==> src/rtl/vend_pkg.sv <==
`default_nettype none
// ============================================================================
//  Module      : vend_pkg
//  Description : Shared types and constants for the vending-machine
//                transaction sequencer: FSM state encoding, credit width,
//                coin value table and the coin-to-credit helper.
//  Revision    : 1.0 - initial release
// ============================================================================
package vend_pkg;

    // Credit and prices are carried in 10-cent units.
    localparam int c_CREDIT_W = 8;

    typedef enum logic [1:0] {
        ST_IDLE     = 2'd0,
        ST_COLLECT  = 2'd1,
        ST_DISPENSE = 2'd2,
        ST_RETURN   = 2'd3
    } vend_state_t;

    // Coin type codes as delivered by the coin acceptor.
    localparam logic [1:0] c_COIN_10C     = 2'd0;
    localparam logic [1:0] c_COIN_50C     = 2'd1;
    localparam logic [1:0] c_COIN_100C    = 2'd2;
    localparam logic [1:0] c_COIN_INVALID = 2'd3;

    // Coin values in credit units.
    localparam logic [c_CREDIT_W-1:0] c_VAL_10C  = 8'd1;
    localparam logic [c_CREDIT_W-1:0] c_VAL_50C  = 8'd5;
    localparam logic [c_CREDIT_W-1:0] c_VAL_100C = 8'd10;

    // Invalid coins map to zero; callers reject them separately.
    function automatic logic [c_CREDIT_W-1:0] coin_units(input logic [1:0] code);
        logic [c_CREDIT_W-1:0] v;
        v = '0;
        case (code)
            c_COIN_10C:  v = c_VAL_10C;
            c_COIN_50C:  v = c_VAL_50C;
            c_COIN_100C: v = c_VAL_100C;
            default:     v = '0;
        endcase
        return v;
    endfunction

endpackage
`default_nettype wire

==> src/rtl/sec_tick_timer.sv <==
`default_nettype none
// ============================================================================
//  Module      : sec_tick_timer
//  Description : Counts external one-cycle tick pulses down from a loaded
//                value. done is a one-cycle pulse coincident with the tick
//                that exhausts the count, so the consumer can act on the
//                same clock edge that registers that tick.
//  Ports       : clk, rst      - clock, asynchronous active-high reset
//                load/load_val - synchronous (re)load, wins over a tick
//                run           - ticks are only counted while high
//                tick          - one-cycle pulse to count
//                done          - final tick seen (combinational from regs)
//  Revision    : 1.0 - initial release
// ============================================================================
module sec_tick_timer #(
    parameter int WIDTH = 8
) (
    input  logic             clk,
    input  logic             rst,
    input  logic             load,
    input  logic [WIDTH-1:0] load_val,
    input  logic             run,
    input  logic             tick,
    output logic             done
);

    logic [WIDTH-1:0] r_remaining;

    always_ff @(posedge clk or posedge rst) begin
        if (rst) begin
            r_remaining <= '0;
        end else if (load) begin
            r_remaining <= load_val;
        end else if (run && tick && (r_remaining != '0)) begin
            r_remaining <= r_remaining - WIDTH'(1);
        end
    end

    // A reload in the same cycle means fresh activity, so it suppresses expiry.
    assign done = run && tick && !load && (r_remaining <= WIDTH'(1));

endmodule
`default_nettype wire

==> src/rtl/vend_controller.sv <==
`default_nettype none
// ============================================================================
//  Module      : vend_controller
//  Description : Vending-machine transaction sequencer. Accumulates coin
//                credit, validates a product selection against its price,
//                times the dispense motor and issues the change strobe.
//                All timing comes from the external 1 Hz / 2 Hz trigger
//                pulses. Every output is registered.
//  Ports       : clk, rst            - 100 MHz clock, async active-high reset
//                trig_1Hz, trig_2Hz  - one-cycle timebase pulses
//                coin_in, coin_val   - coin strobe and type (3 = invalid)
//                sel_valid, sel      - product select strobe and index
//                cancel              - refund request strobe
//                credit              - current credit, 10c units
//                dispense_motor      - high while dispensing
//                dispense_id         - product being dispensed
//                change_valid/amt    - one-cycle change strobe and value
//                coin_reject         - one-cycle coin-refused strobe
//                led_blink           - status LED
//                state_o             - current FSM state
//                sold_out            - per-product empty flags (VEND_STOCK_EN)
//  Build opt   : `define VEND_STOCK_EN adds per-product stock counters
//                (reset to 9) and the sold_out port.
//  Revision    : 1.0 - initial release
// ============================================================================
module vend_controller
    import vend_pkg::*;
#(
    parameter logic [7:0] PRICE0     = 8'd50,
    parameter logic [7:0] PRICE1     = 8'd80,
    parameter logic [7:0] PRICE2     = 8'd120,
    parameter logic [7:0] PRICE3     = 8'd150,
    parameter logic [7:0] MAX_CREDIT = 8'd250,
    parameter int         TIMEOUT_S  = 30,
    parameter int         DISPENSE_S = 3
) (
    input  logic       clk,
    input  logic       rst,
    input  logic       trig_1Hz,
    input  logic       trig_2Hz,
    input  logic       coin_in,
    input  logic [1:0] coin_val,
    input  logic       sel_valid,
    input  logic [1:0] sel,
    input  logic       cancel,
    output logic [7:0] credit,
    output logic       dispense_motor,
    output logic [1:0] dispense_id,
    output logic       change_valid,
    output logic [7:0] change_amt,
    output logic       coin_reject,
    output logic       led_blink,
    output logic [1:0] state_o
`ifdef VEND_STOCK_EN
    ,
    output logic [3:0] sold_out
`endif
);

    localparam int c_TMR_W = 8;

    // ------------------------------------------------------------------
    // Registers
    // ------------------------------------------------------------------
    vend_state_t            r_state;
    logic [c_CREDIT_W-1:0]  r_credit;
    logic [c_CREDIT_W-1:0]  r_change_amt;
    logic [1:0]             r_dispense_id;
    logic                   r_motor;
    logic                   r_change_valid;
    logic                   r_coin_reject;
    logic                   r_led;

    // ------------------------------------------------------------------
    // Combinational next-state signals
    // ------------------------------------------------------------------
    vend_state_t            w_next_state;
    logic [c_CREDIT_W-1:0]  w_next_credit;
    logic [c_CREDIT_W-1:0]  w_next_change;
    logic [1:0]             w_next_id;
    logic                   w_next_led;
    logic                   w_start_dispense;
    logic                   w_flash;

    logic [c_CREDIT_W-1:0]  w_coin_units;
    logic [c_CREDIT_W:0]    w_sum;
    logic                   w_coin_accept;
    logic [c_CREDIT_W-1:0]  w_credit_acc;
    logic [c_CREDIT_W-1:0]  w_price;
    logic                   w_in_stock;
    logic                   w_sel_ok;
    logic                   w_timeout;
    logic                   w_disp_done;

    // ------------------------------------------------------------------
    // Coin evaluation. A coin is only accepted while credit can be
    // collected and only if it does not push credit past MAX_CREDIT.
    // ------------------------------------------------------------------
    always_comb begin
        w_coin_units  = coin_units(coin_val);
        w_sum         = {1'b0, r_credit} + {1'b0, w_coin_units};
        w_coin_accept = coin_in
                        && (coin_val != c_COIN_INVALID)
                        && ((r_state == ST_IDLE) || (r_state == ST_COLLECT))
                        && (w_sum <= {1'b0, MAX_CREDIT});
        w_credit_acc  = w_coin_accept ? w_sum[c_CREDIT_W-1:0] : r_credit;
    end

    always_comb begin
        w_price = PRICE0;
        case (sel)
            2'd0:    w_price = PRICE0;
            2'd1:    w_price = PRICE1;
            2'd2:    w_price = PRICE2;
            default: w_price = PRICE3;
        endcase
    end

    // Selection is judged on the credit held before any same-cycle coin.
    assign w_sel_ok = (r_credit >= w_price) && w_in_stock;

    // ------------------------------------------------------------------
    // Timers: inactivity (restarted by every accepted coin) and dispense
    // ------------------------------------------------------------------
    sec_tick_timer #(
        .WIDTH (c_TMR_W)
    ) u_timeout_timer (
        .clk      (clk),
        .rst      (rst),
        .load     (w_coin_accept),
        .load_val (c_TMR_W'(TIMEOUT_S)),
        .run      (r_state == ST_COLLECT),
        .tick     (trig_1Hz),
        .done     (w_timeout)
    );

    sec_tick_timer #(
        .WIDTH (c_TMR_W)
    ) u_dispense_timer (
        .clk      (clk),
        .rst      (rst),
        .load     (w_start_dispense),
        .load_val (c_TMR_W'(DISPENSE_S)),
        .run      (r_state == ST_DISPENSE),
        .tick     (trig_1Hz),
        .done     (w_disp_done)
    );

    // ------------------------------------------------------------------
    // Optional stock tracking
    // ------------------------------------------------------------------
`ifdef VEND_STOCK_EN
    logic [3:0] w_has_stock;

    for (genvar gi = 0; gi < 4; gi++) begin : g_stock
        logic [3:0] r_count;

        always_ff @(posedge clk or posedge rst) begin
            if (rst) begin
                r_count <= 4'd9;
            end else if (w_start_dispense && (w_next_id == 2'(gi)) && (r_count != 4'd0)) begin
                r_count <= r_count - 4'd1;
            end
        end

        assign w_has_stock[gi] = (r_count != 4'd0);
    end

    assign w_in_stock = w_has_stock[sel];
    assign sold_out   = ~w_has_stock;
`else
    assign w_in_stock = 1'b1;
`endif

    // ------------------------------------------------------------------
    // FSM next-state / datapath
    // ------------------------------------------------------------------
    always_comb begin
        w_next_state     = r_state;
        w_next_credit    = r_credit;
        w_next_change    = r_change_amt;
        w_next_id        = r_dispense_id;
        w_start_dispense = 1'b0;
        w_flash          = 1'b0;

        case (r_state)
            ST_IDLE: begin
                // Selection and cancel are meaningless without credit.
                if (w_coin_accept) begin
                    w_next_credit = w_credit_acc;
                    w_next_state  = ST_COLLECT;
                end
            end

            ST_COLLECT: begin
                w_next_credit = w_credit_acc;
                if (cancel) begin
                    w_next_change = w_credit_acc;
                    w_next_credit = '0;
                    w_next_state  = ST_RETURN;
                end else if (sel_valid) begin
                    if (w_sel_ok) begin
                        // w_credit_acc >= r_credit >= price: no underflow.
                        w_next_id        = sel;
                        w_next_change    = w_credit_acc - w_price;
                        w_next_credit    = '0;
                        w_next_state     = ST_DISPENSE;
                        w_start_dispense = 1'b1;
                    end else begin
                        w_flash = 1'b1;
                    end
                end else if (w_timeout) begin
                    w_next_change = w_credit_acc;
                    w_next_credit = '0;
                    w_next_state  = ST_RETURN;
                end
            end

            ST_DISPENSE: begin
                if (w_disp_done) begin
                    w_next_state = ST_RETURN;
                end
            end

            ST_RETURN: begin
                w_next_state = ST_IDLE;
            end

            default: begin
                w_next_state = ST_IDLE;
            end
        endcase
    end

    // LED: toggles on 2 Hz while dispensing (starting dark), and in
    // COLLECT holds a refusal flash until the next 2 Hz boundary.
    always_comb begin
        w_next_led = 1'b0;
        if (w_next_state == ST_DISPENSE) begin
            if (r_state == ST_DISPENSE) begin
                w_next_led = trig_2Hz ? ~r_led : r_led;
            end
        end else if (w_next_state == ST_COLLECT) begin
            if (w_flash) begin
                w_next_led = 1'b1;
            end else if (!trig_2Hz) begin
                w_next_led = r_led;
            end
        end
    end

    // ------------------------------------------------------------------
    // Registers
    // ------------------------------------------------------------------
    always_ff @(posedge clk or posedge rst) begin
        if (rst) begin
            r_state        <= ST_IDLE;
            r_credit       <= '0;
            r_change_amt   <= '0;
            r_dispense_id  <= '0;
            r_motor        <= 1'b0;
            r_change_valid <= 1'b0;
            r_coin_reject  <= 1'b0;
            r_led          <= 1'b0;
        end else begin
            r_state        <= w_next_state;
            r_credit       <= w_next_credit;
            r_change_amt   <= w_next_change;
            r_dispense_id  <= w_next_id;
            r_motor        <= (w_next_state == ST_DISPENSE);
            r_change_valid <= (w_next_state == ST_RETURN);
            r_coin_reject  <= coin_in && !w_coin_accept;
            r_led          <= w_next_led;
        end
    end

    assign credit         = r_credit;
    assign change_amt     = r_change_amt;
    assign dispense_id    = r_dispense_id;
    assign dispense_motor = r_motor;
    assign change_valid   = r_change_valid;
    assign coin_reject    = r_coin_reject;
    assign led_blink      = r_led;
    assign state_o        = r_state;

endmodule
`default_nettype wire
==> config.mk <==
export PLATFORM = sky130hd
export DESIGN_NAME = vend_controller
export DESIGN_NICKNAME = d
export VERILOG_FILES = /design/src/rtl/vend_pkg.sv /design/src/rtl/sec_tick_timer.sv /design/src/rtl/vend_controller.sv
export SDC_FILE = /design/constraint.sdc
export NUM_CORES = 1
export LEC_CHECK = 0
export CORE_MARGIN = 2
export CORE_UTILIZATION = 45
export CTS_CLUSTER_SIZE = 14
export DETAILED_ROUTE_END_ITERATION = 6
export PLACE_DENSITY_LB_ADDON = 0.15
export SKIP_LAST_GASP = 1
export SYNTH_ARGS = -nofsm -noshare
export SYNTH_HDL_FRONTEND = slang
export SYNTH_HIERARCHICAL = 1
export SYNTH_SLANG_ARGS = --single-unit
==> constraint.sdc <==
create_clock -name clk -period 5.7 [get_ports clk]
set_input_delay 1.14 -clock clk [delete_from_list [all_inputs] [get_ports clk]]
set_output_delay 1.14 -clock clk [all_outputs]
set_load 0.02 [all_outputs]
# Yosys cells after proc, flatten, opt, wreduce, memory -nomap -nowiden

Index checks and enable logic that the tools add are counted.

Bitwise gates (word level): 2
Multiply operators: 0
Eq/ne operators: 15
Divide/modulo/power cells: 0
Shift-type cells: 0
Multiplexer cells: 38
Order comparisons: 4
Reduce and logical (&&, ||, !) cells: 28
$add $sub $neg: 4

Operators with widths:

| kind                                                           | count |
|---|---|
| two-way mux 8 bit                                              | 14 |
| one-hot mux 8 bit (3 select lines)                             | 1 |
| less-or-equal comparator 8 x 1 -> 1 bit, second input constant | 2 |
| one-hot mux 8 bit (2 select lines)                             | 1 |
| nonzero test 8 bit                                             | 2 |
| subtractor 8 x 1 -> 8 bit, second input constant               | 2 |
| two-way mux 1 bit                                              | 14 |
| equality test 2 bit, second input constant                     | 6 |
| logical AND 1 bit                                              | 12 |
| two-way mux 2 bit                                              | 6 |
| one-hot mux 4 bit (3 select lines)                             | 1 |
| adder 8 x 8 -> 9 bit                                           | 1 |
| less-or-equal comparator 9 x 8 -> 1 bit, second input constant | 1 |
| equality test 2 x 1 -> 1 bit, second input constant            | 4 |
| >= comparator 8 bit                                            | 1 |
| one-hot mux 2 bit (4 select lines)                             | 1 |
| subtractor 8 bit                                               | 1 |
| logical NOT 2 bit                                              | 3 |
| nonzero test 2 bit                                             | 3 |
| != test 4 bit, second input constant                           | 1 |
| AND reduction 2 bit                                            | 2 |
| AND reduction 4 bit                                            | 1 |
| != test 3 x 1 -> 1 bit, second input constant                  | 1 |
| != test 3 bit, second input constant                           | 1 |
| 7 further kinds                                                | 9 |

Memories kept: 0
Word-level logic and storage cells: 101
Bits in read-only memories: 0
Latch bits: 0
Bits in writable memories: 0
Bits in registers: 40

# Longest topological paths before layout

Gate-level depths: netlist (run 1).

Depth after elaboration: 15
Mapped depth: 26

# By module

The synthesis (run 1) kept the hierarchy.

By module, submodules not included:

| module                             | sequential area each (sq um) | cells each | area an instance (sq um) | instances |
|---|---|---|---|---|
| vend_controller                    | 600.6                        | 201        | 1834.3                   | 1 |
| sec_tick_timer at u_dispense_timer | 200.2                        | 68         | 566.8                    | 1 |
| sec_tick_timer at u_timeout_timer  | 200.2                        | 62         | 549.3                    | 1 |

# Worst setup path before layout (run 1)

OpenSTA, ideal clock, no wires.

Kind: input port to flip-flop
Start point: input port coin_val[0]
End point: register r_led (netlist: led_blink)
Cell stages on the path: 24
Slack: 0.721 ns
Arrival: 4.885 ns
Library setup time: 0.094 ns
Required time: 5.606 ns
Cells stage by stage: nor2b_1 -> ha_1 -> a311o_1 -> o311a_1 -> mux2i_2 -> a2111oi_4 -> nor2_2 -> clkbuf_1 -> nor3_1 -> o21ai_0 -> nor3_1 -> nor2b_1 -> a211oi_1 -> nor2b_1 -> clkbuf_1 -> and2_1 -> clkbuf_1 -> nor4_1 -> o21ai_0 -> nor3b_1 -> nor2_1 -> nand2_1 -> o21ai_0 -> a211oi_1

Word-level cells in the longest chain between the ends: 15
Elaborated cells on any way between the ends: 25
Those cells by class: 1 x add/sub; 1 x order compare; 7 x eq/ne; 8 x mux; 8 x reduce/logical

RTL lines:

| item                                                                       | line                                           | source |
|---|---|---|
| start, declared                                                            | vend_controller.sv:42                          | `input logic [1:0] coin_val,` |
| equality test 2 bit (tied with other cells)                                | vend_pkg.sv:36                                 | `case (code)` |
| one-hot mux 4 bit (3 select lines)                                         | vend_pkg.sv:36                                 |  |
| adder 8 x 8 -> 9 bit                                                       | vend_controller.sv:101                         | `w_sum = {1'b0, r_credit} + {1'b0, w_coin_units};` |
| less-or-equal comparator 9 x 8 -> 1 bit                                    | vend_controller.sv:105                         | `&& (w_sum <= {1'b0, MAX_CREDIT});` |
| logical AND 1 bit *                                                        | vend_controller.sv:105                         |  |
| via w_coin_accept                                                          | vend_controller.sv:87                          | `logic w_coin_accept;` |
| logical NOT 1 bit *                                                        | sec_tick_timer.sv:40                           | `assign done = run && tick && !load && (r_remaining <= WIDTH'(1));` |
| logical AND 1 bit * (2 in series)                                          | sec_tick_timer.sv:40                           |  |
| via w_timeout                                                              | vend_controller.sv:92                          | `logic w_timeout;` |
| two-way mux 2 bit *                                                        | vend_controller.sv:212                         | `end else if (w_timeout) begin` |
| two-way mux 2 bit *                                                        | vend_controller.sv:201                         | `end else if (sel_valid) begin` |
| two-way mux 2 bit *                                                        | vend_controller.sv:197                         | `if (cancel) begin` |
| one-hot mux 2 bit (4 select lines) *                                       | vend_controller.sv:186                         | `case (r_state)` |
| equality test 2 bit / equality test 2 x 1 -> 1 bit (equally long branches) | vend_controller.sv:239, vend_controller.sv:243 |  |
| != test 4 bit (no line) (tied with other cells)                            | n/a                                            |  |
| AND reduction 2 bit (no line) / two-way mux 1 bit (equally long branches)  | n/a                                            |  |
| end signal, assigned                                                       | vend_controller.sv:273                         | `r_led <= w_next_led;` |
| end, declared                                                              | vend_controller.sv:72                          | `logic r_led;` |

The timed path passes the listed nets; every way through them passes the cells marked *.
A chain may end at the register's enable or synchronous reset.

# Worst setup path after layout (run 1)

Start point: input port coin_val[1]
End point: register r_change_amt[7] (netlist: change_amt[7])

Word-level cells in the longest chain between the ends: 10
Elaborated cells on any way between the ends: 21
Those cells by class: 2 x add/sub; 1 x order compare; 3 x eq/ne; 6 x mux; 9 x reduce/logical

RTL lines:

| item                                                            | line                                         | source |
|---|---|---|
| equality test 2 bit (tied with other cells)                     | vend_pkg.sv:36                               |  |
| one-hot mux 4 bit (3 select lines)                              | vend_pkg.sv:36                               |  |
| adder 8 x 8 -> 9 bit                                            | vend_controller.sv:101                       |  |
| less-or-equal comparator 9 x 8 -> 1 bit                         | vend_controller.sv:105                       |  |
| logical AND 1 bit *                                             | vend_controller.sv:105                       |  |
| via w_coin_accept                                               | vend_controller.sv:87                        |  |
| two-way mux 8 bit / logical NOT 1 bit (equally long branches)   | vend_controller.sv:106, sec_tick_timer.sv:40 |  |
| subtractor 8 bit / logical AND 1 bit (equally long branches)    | vend_controller.sv:205, sec_tick_timer.sv:40 |  |
| two-way mux 8 bit / logical AND 1 bit (equally long branches)   | vend_controller.sv:202, sec_tick_timer.sv:40 |  |
| two-way mux 8 bit / nonzero test 3 bit (equally long branches)  | n/a                                          |  |
| two-way mux 8 bit / AND reduction 3 bit (equally long branches) | n/a                                          |  |
| end signal, assigned                                            | vend_controller.sv:268                       | `r_change_amt <= w_next_change;` |
| end, declared                                                   | vend_controller.sv:67                        | `logic [c_CREDIT_W-1:0] r_change_amt;` |

The timed path passes the listed nets; every way through them passes the cells marked *. The select of a mux whose other input is x is not followed.

==> flow_summary.ini, run 1 <==
[run_status]
status = completed

[clock_network]
cts.clk_slew.worst_paths_ps = 70
cts_sinks = 40
htree_levels = 2
clk_path_buf_depth = 2
cts_resized = 0
cts_root_buf = clkbuf_8
holdBufCountCts = 0
cts_setup_buffers = 0
clk_latency_ps = 300
cts_made_buffers = 5
cts_tree = done

[die]
dieArea_um2 = 7220
num_rows = 29
pin_count = 35
die_w_um = 85.0
core-area_um2 = 6350
die_h_um = 85.0
initial_core_util_pct = 46.5

[sta]
period_minus_slack_ps = 5220
finalSetupViolCount = 0
fin_worst_skew_ps = 10.9
fin_ws_ps = 476
fin_crit_sh_pct = 91.6
max_freq_mhz = 191
worstMarginPinSlew_ps = 971
slew_headroom_pct = 35.2
finalHoldViolations = 0
fin_tns_setup_ps = 0
rsz0062_at_grt = false
drv_slew = 0

[run]
max_cap_viol_count = 0

[synth]
yosys_warnings = 6
synth_top_flop_cell = dfrtp_1
synth_most_common_cell = dfrtp_1
ys_ff_latch = 40
yosysTopAreaCellShare_pct = 33.9
async_flop_share_pct = 100
synthesis.area_um2 = 2950
avgSynthCellArea_um2 = 8.91
synth_edf_count = 0
yosysSeqAreaShare_pct = 33.9
yosys.area.top_type = dfrtp_1
synthTopCellsByCount = 40 x dfrtp_1, 36 x nand2_1, 26 x nor2_1
yosys.cell_types.count = 59
synth_cells = 331
synth_area_leaders = dfrtp_1 34%, ha_1 10%, nand2_1 4.6%

[route]
drtIter0Drc = 103
drc = 0
routed-via-count = 2521
wl_per_cell_um = 14.3
via_per_inst = 5.48
firstDrtPassIters = 4
ant_nets = 0
wl_um = 6570

[power]
pwr_density_cell_nw_per_um2 = 438
p_leak_nw = 1.54
vdd_drop_max_mv = 0.210

[final_layout]
drive_above_1_share_pct = 8.36
diodes = 0
fillCellCount = 604
area_growth_pct = 20.1
layout.nets = 418

[setup_path]
end_kind = register
worstSetupStartpointType = input port
crit_arrival_ps = 5400
cp.required_ps = 5880
r2r_setup_slack_ps = 1490
cp_max_fo = 6
criticalPathCategory = in -> reg

[global_route]
track_usage_pct = 19.3
grt_pass1_vias = 2434
antenna_found_initial = 0
grt_max_degree = 25
grt_first_pass_wirelength_um = 11300
overflow = 0

[hold_path]
hp-class = reg -> reg

[place]
gp_congestion = 0.864
dp_hpwl_um = 4970
pre_cts_slack_ps = 202
portBuffers = 34
-- logic make-up (layout without fill, tap and decap cells) --
logic type	after synthesis	in the layout	synth area share, %
flip-flops	40	40	33.9
buffers and inverters	31	69	3.94
multiplexers	13	13	4.88
AO/OA/AOI/OAI	75	75	17.7
AND/OR/NAND/NOR	130	130	24.0
other	2	16	0.255
XOR/XNOR	15	15	4.45
adder cells (fa/ha/maj)	25	25	10.9
-- per-layer routing --
layer | up-vias | global-route usage (%) | routed length, µm
li1 | 1253 | - | -
met1 | 1195 | 28.1 | 3250
met2 | 63 | 28.9 | 2930
met3 | 10 | 3.40 | 284
met4 | 0 | 6.93 | 110
met5 | - | 0 | 0
-- registers in the layout, indices dropped and copies added, names as in the netlist --
register	flops
coin_reject	1
u_dispense_timer/r_remaining	8
state_o	2
led_blink	1
dispense_motor	1
dispense_id	2
change_amt	8
change_valid	1
credit	8
u_timeout_timer/r_remaining	8
-- through the flow --
stage	utilization [%]	std cells	area, µm²	hold WS (ps)	total power, mW
after floorplan	-	345	3000	563	1.06
after global placement	54.1	452	3440	492	1.31
after detailed placement	54.1	452	3440	499	1.32
after CTS	55.8	460	3540	521	1.57
after global routing	55.8	460	3540	538	1.68
final	55.8	460	3540	512	1.55
-- final timing paths --
kind / start / to / depth (start not counted)
setup / recovery: coin_val[1] / change_amt[7]$_DFFE_PP0P_ / 19
hold / removal: dispense_id[0]$_DFFE_PP0P_ / dispense_id[0]$_DFFE_PP0P_ / 1
setup reg to reg: credit[1]$_DFFE_PP0P_ / change_amt[7]$_DFFE_PP0P_ / 18
hold reg to reg: dispense_id[0]$_DFFE_PP0P_ / dispense_id[0]$_DFFE_PP0P_ / 1
max in group asynchronous: rst / dispense_id[1]$_DFFE_PP0P_ / 2
min in group asynchronous: rst / u_timeout_timer/r_remaining[5]$_DFFE_PP0P_ / 2
-- critical path: stages --
cell and delay, ps:
clkdlybuf4s50_1 540, nor2b_2 250, xnor2_1 100, ha_1 210
a21oi_1 160, o311ai_2 200, a211oi_1 320, mux2i_2 130
a2111oi_4 420, nor2_2 110, mux2i_1 290, ha_1 200
inv_1 60, fa_1 400, a21oi_1 210, o41ai_2 110
mux2i_1 190, xnor2_1 90, mux2_2 260
-- report_power, final --
group          leakage, nW  internal (mW)  switching (mW)  total [mW]
logic                0.985          0.360           0.422       0.782
registers            0.503          0.400           0.138       0.538
clock network       0.0552          0.130           0.102       0.232
total                 1.54          0.890           0.662        1.55
-- cells in the final DEF (no fill, tap or decap), drive strengths merged, types with 6 or more instances in the layout --
master,count
conb,16
inv,24
a21oi,17
clkdlybuf4s50,34
ha,24
mux2i,8
nor2b,12
nand2,36
nor3,12
nand3,8
dfrtp,40
xnor2,11
clkbuf,6
nor2,27
o21ai,26
-- area by class of cell --
type                    count  area [µm²]  area share [%]
well taps                  77        96.3            2.72
flip-flops and latches     40        1000            28.2
inverters                  24        90.1            2.54
repair buffers             37         363            10.2
clock inverters             2        35.0           0.989
multi-input cells         274        1890            53.2
clock buffers               6        72.6            2.05
No activity file was read; power rests on OpenSTA's default activity.
==> run 2: changes to the inputs <==
SLEW_MARGIN = 30   (was default)
==> run 2 against run 1 <==
Compared with the run above: power about the same; sequential power about the same; first-iteration DRC count stayed put; global-route usage is the same; sequential share of layout area is the same; clock-buffer cell count unchanged; core utilization unchanged; worst setup slack better by 3.7 ps; clock skew hardly changed; register-to-register slack about the same; wire length about the same; critical path depth did not move; highest routed layer unchanged.
==> flow_summary.ini, run 2 (same netlist as run 1, synthesis figures left out) <==
[run_status]
status = completed

[sta]
slew_headroom_pct = 61.8
period_minus_slack_ps = 5220
drv_slew = 0
fin_worst_skew_ps = 10.9
fin_tns_setup_ps = 0
finalHoldViolations = 0
fin_crit_sh_pct = 91.6
max_freq_mhz = 192
worstMarginPinSlew_ps = 571
finalSetupViolCount = 0
rsz0062_at_grt = false

[route]
ant_nets = 0
firstDrtPassIters = 4
routed-via-count = 2506
wl_per_cell_um = 14.3
drc = 0
drtIter0Drc = 103
via_per_inst = 5.45
wl_um = 6570

[clock_network]
cts_setup_buffers = 0
cts_sinks = 40
cts_resized = 0
cts_root_buf = clkbuf_8
htree_levels = 2
clk_path_buf_depth = 2
clk_latency_ps = 300
cts_made_buffers = 5
holdBufCountCts = 0
cts.clk_slew.worst_paths_ps = 70
cts_tree = done

[power]
p_leak_nw = 1.54
pwr_density_cell_nw_per_um2 = 438
vdd_drop_max_mv = 0.210

[final_layout]
area_growth_pct = 20.1
final_cell_area_um2 = 3540
diodes = 0
instances_no_fill = 460
layout_commonest_cell = dfrtp_1
layout.nets = 418
drive_above_1_share_pct = 8.62
fin_util_pct = 55.8
most-common-layout-cells = 40 x dfrtp_1, 36 x nand2_1, 34 x clkdlybuf4s50_1

[setup_path]
r2r_cells = 18
cp.required_ps = 5880
r2r_setup_slack_ps = 1490
rr_startpoint = credit[1]$_DFFE_PP0P_
end_kind = register
cp_max_fo = 6
worstSetupStartpointType = input port
criticalPathCategory = in -> reg
crit_arrival_ps = 5400
rr_endpoint = change_amt[7]$_DFFE_PP0P_

[hold_path]
hp-class = reg -> reg
hold_depth = 1
worst_hold_path.endpoint = dispense_id[0]$_DFFE_PP0P_
min_from = dispense_id[0]$_DFFE_PP0P_

[die]
num_rows = 29
die_h_um = 85.0
die_w_um = 85.0
initial_core_util_pct = 46.5
pin_count = 35
core-area_um2 = 6350
dieArea_um2 = 7220

[global_route]
grt_max_degree = 25
grt_first_pass_wirelength_um = 11300
overflow = 0
grt_pass1_vias = 2434
antenna_found_initial = 0
track_usage_pct = 19.3

[run]
max_cap_viol_count = 0

[place]
gp_congestion = 0.864
dp.cells = 452
place_area_um2 = 3440
dp_hpwl_um = 4970
portBuffers = 34
-- run 2: cell types whose count changed in the layout (fill, tap and decap cells not counted) --
cell   change
inv_1      -1
inv_2      +1
-- run 2: worst max-delay path by stage --
stage | startpoint | end | slack (ps) | cells after the start
global route | coin_val[1] | led_blink$_DFFE_PP0P_ | 100 | 24
global placement | coin_val[0] | change_amt[7]$_DFFE_PP0P_ | 310 | 18
floorplan | coin_val[0] | led_blink$_DFFE_PP0P_ | 720 | 24
detailed placement | coin_val[0] | change_amt[7]$_DFFE_PP0P_ | 200 | 18
CTS | coin_val[1] | change_amt[7]$_DFFE_PP0P_ | 500 | 19
finish | coin_val[1] | change_amt[7]$_DFFE_PP0P_ | 480 | 19
-- run 2: power by group --
| part | leakage, nW | switching (mW) | internal (mW) |
|---|---|---|---|
| logic | 0.984 | 0.422 | 0.360 |
| registers | 0.503 | 0.138 | 0.400 |
| clock network | 0.0552 | 0.103 | 0.130 |
| total | 1.54 | 0.662 | 0.890 |
-- run 2: worst max-delay path, stage by stage --
cell             delay [ps]
clkdlybuf4s50_1         540
nor2b_2                 250
xnor2_1                 100
ha_1                    210
a21oi_1                 160
o311ai_2                200
a211oi_1                320
mux2i_2                 130
a2111oi_4               420
nor2_2                  110
mux2i_1                 290
ha_1                    200
inv_1                    60
fa_1                    400
a21oi_1                 210
o41ai_2                 110
mux2i_1                 190
xnor2_1                  90
mux2_2                  260
-- run 2: through the flow --
step           total power, mW  setup WS [ps]  hold WS, ps
2_1_floorplan             1.06            721          563
5_1_grt                   1.68            103          538
3_3_place_gp              1.31            306          492
4_1_cts                   1.57            502          521
3_5_place_dp              1.32            202          499
6_report                  1.55            480          512
-- run 2: final cells by class --
cell class,count,area (µm²)
tap,77,96.3
inverter,24,90.1
sequential,40,1000
clock inverter,2,35.0
timing repair buffer,37,363
multi-input combinational,274,1890
fill,604,2810
clock buffer,6,72.6
-- run 2: per-layer routing --
layer / vias to the layer above / track usage, % / part of all wire, %
met5: - / 0 / 0
met3: 10 / 3.40 / 4.8
met2: 61 / 28.9 / 44
li1: 1253 / - / -
met1: 1182 / 28.1 / 49
met4: 0 / 6.93 / 1.7
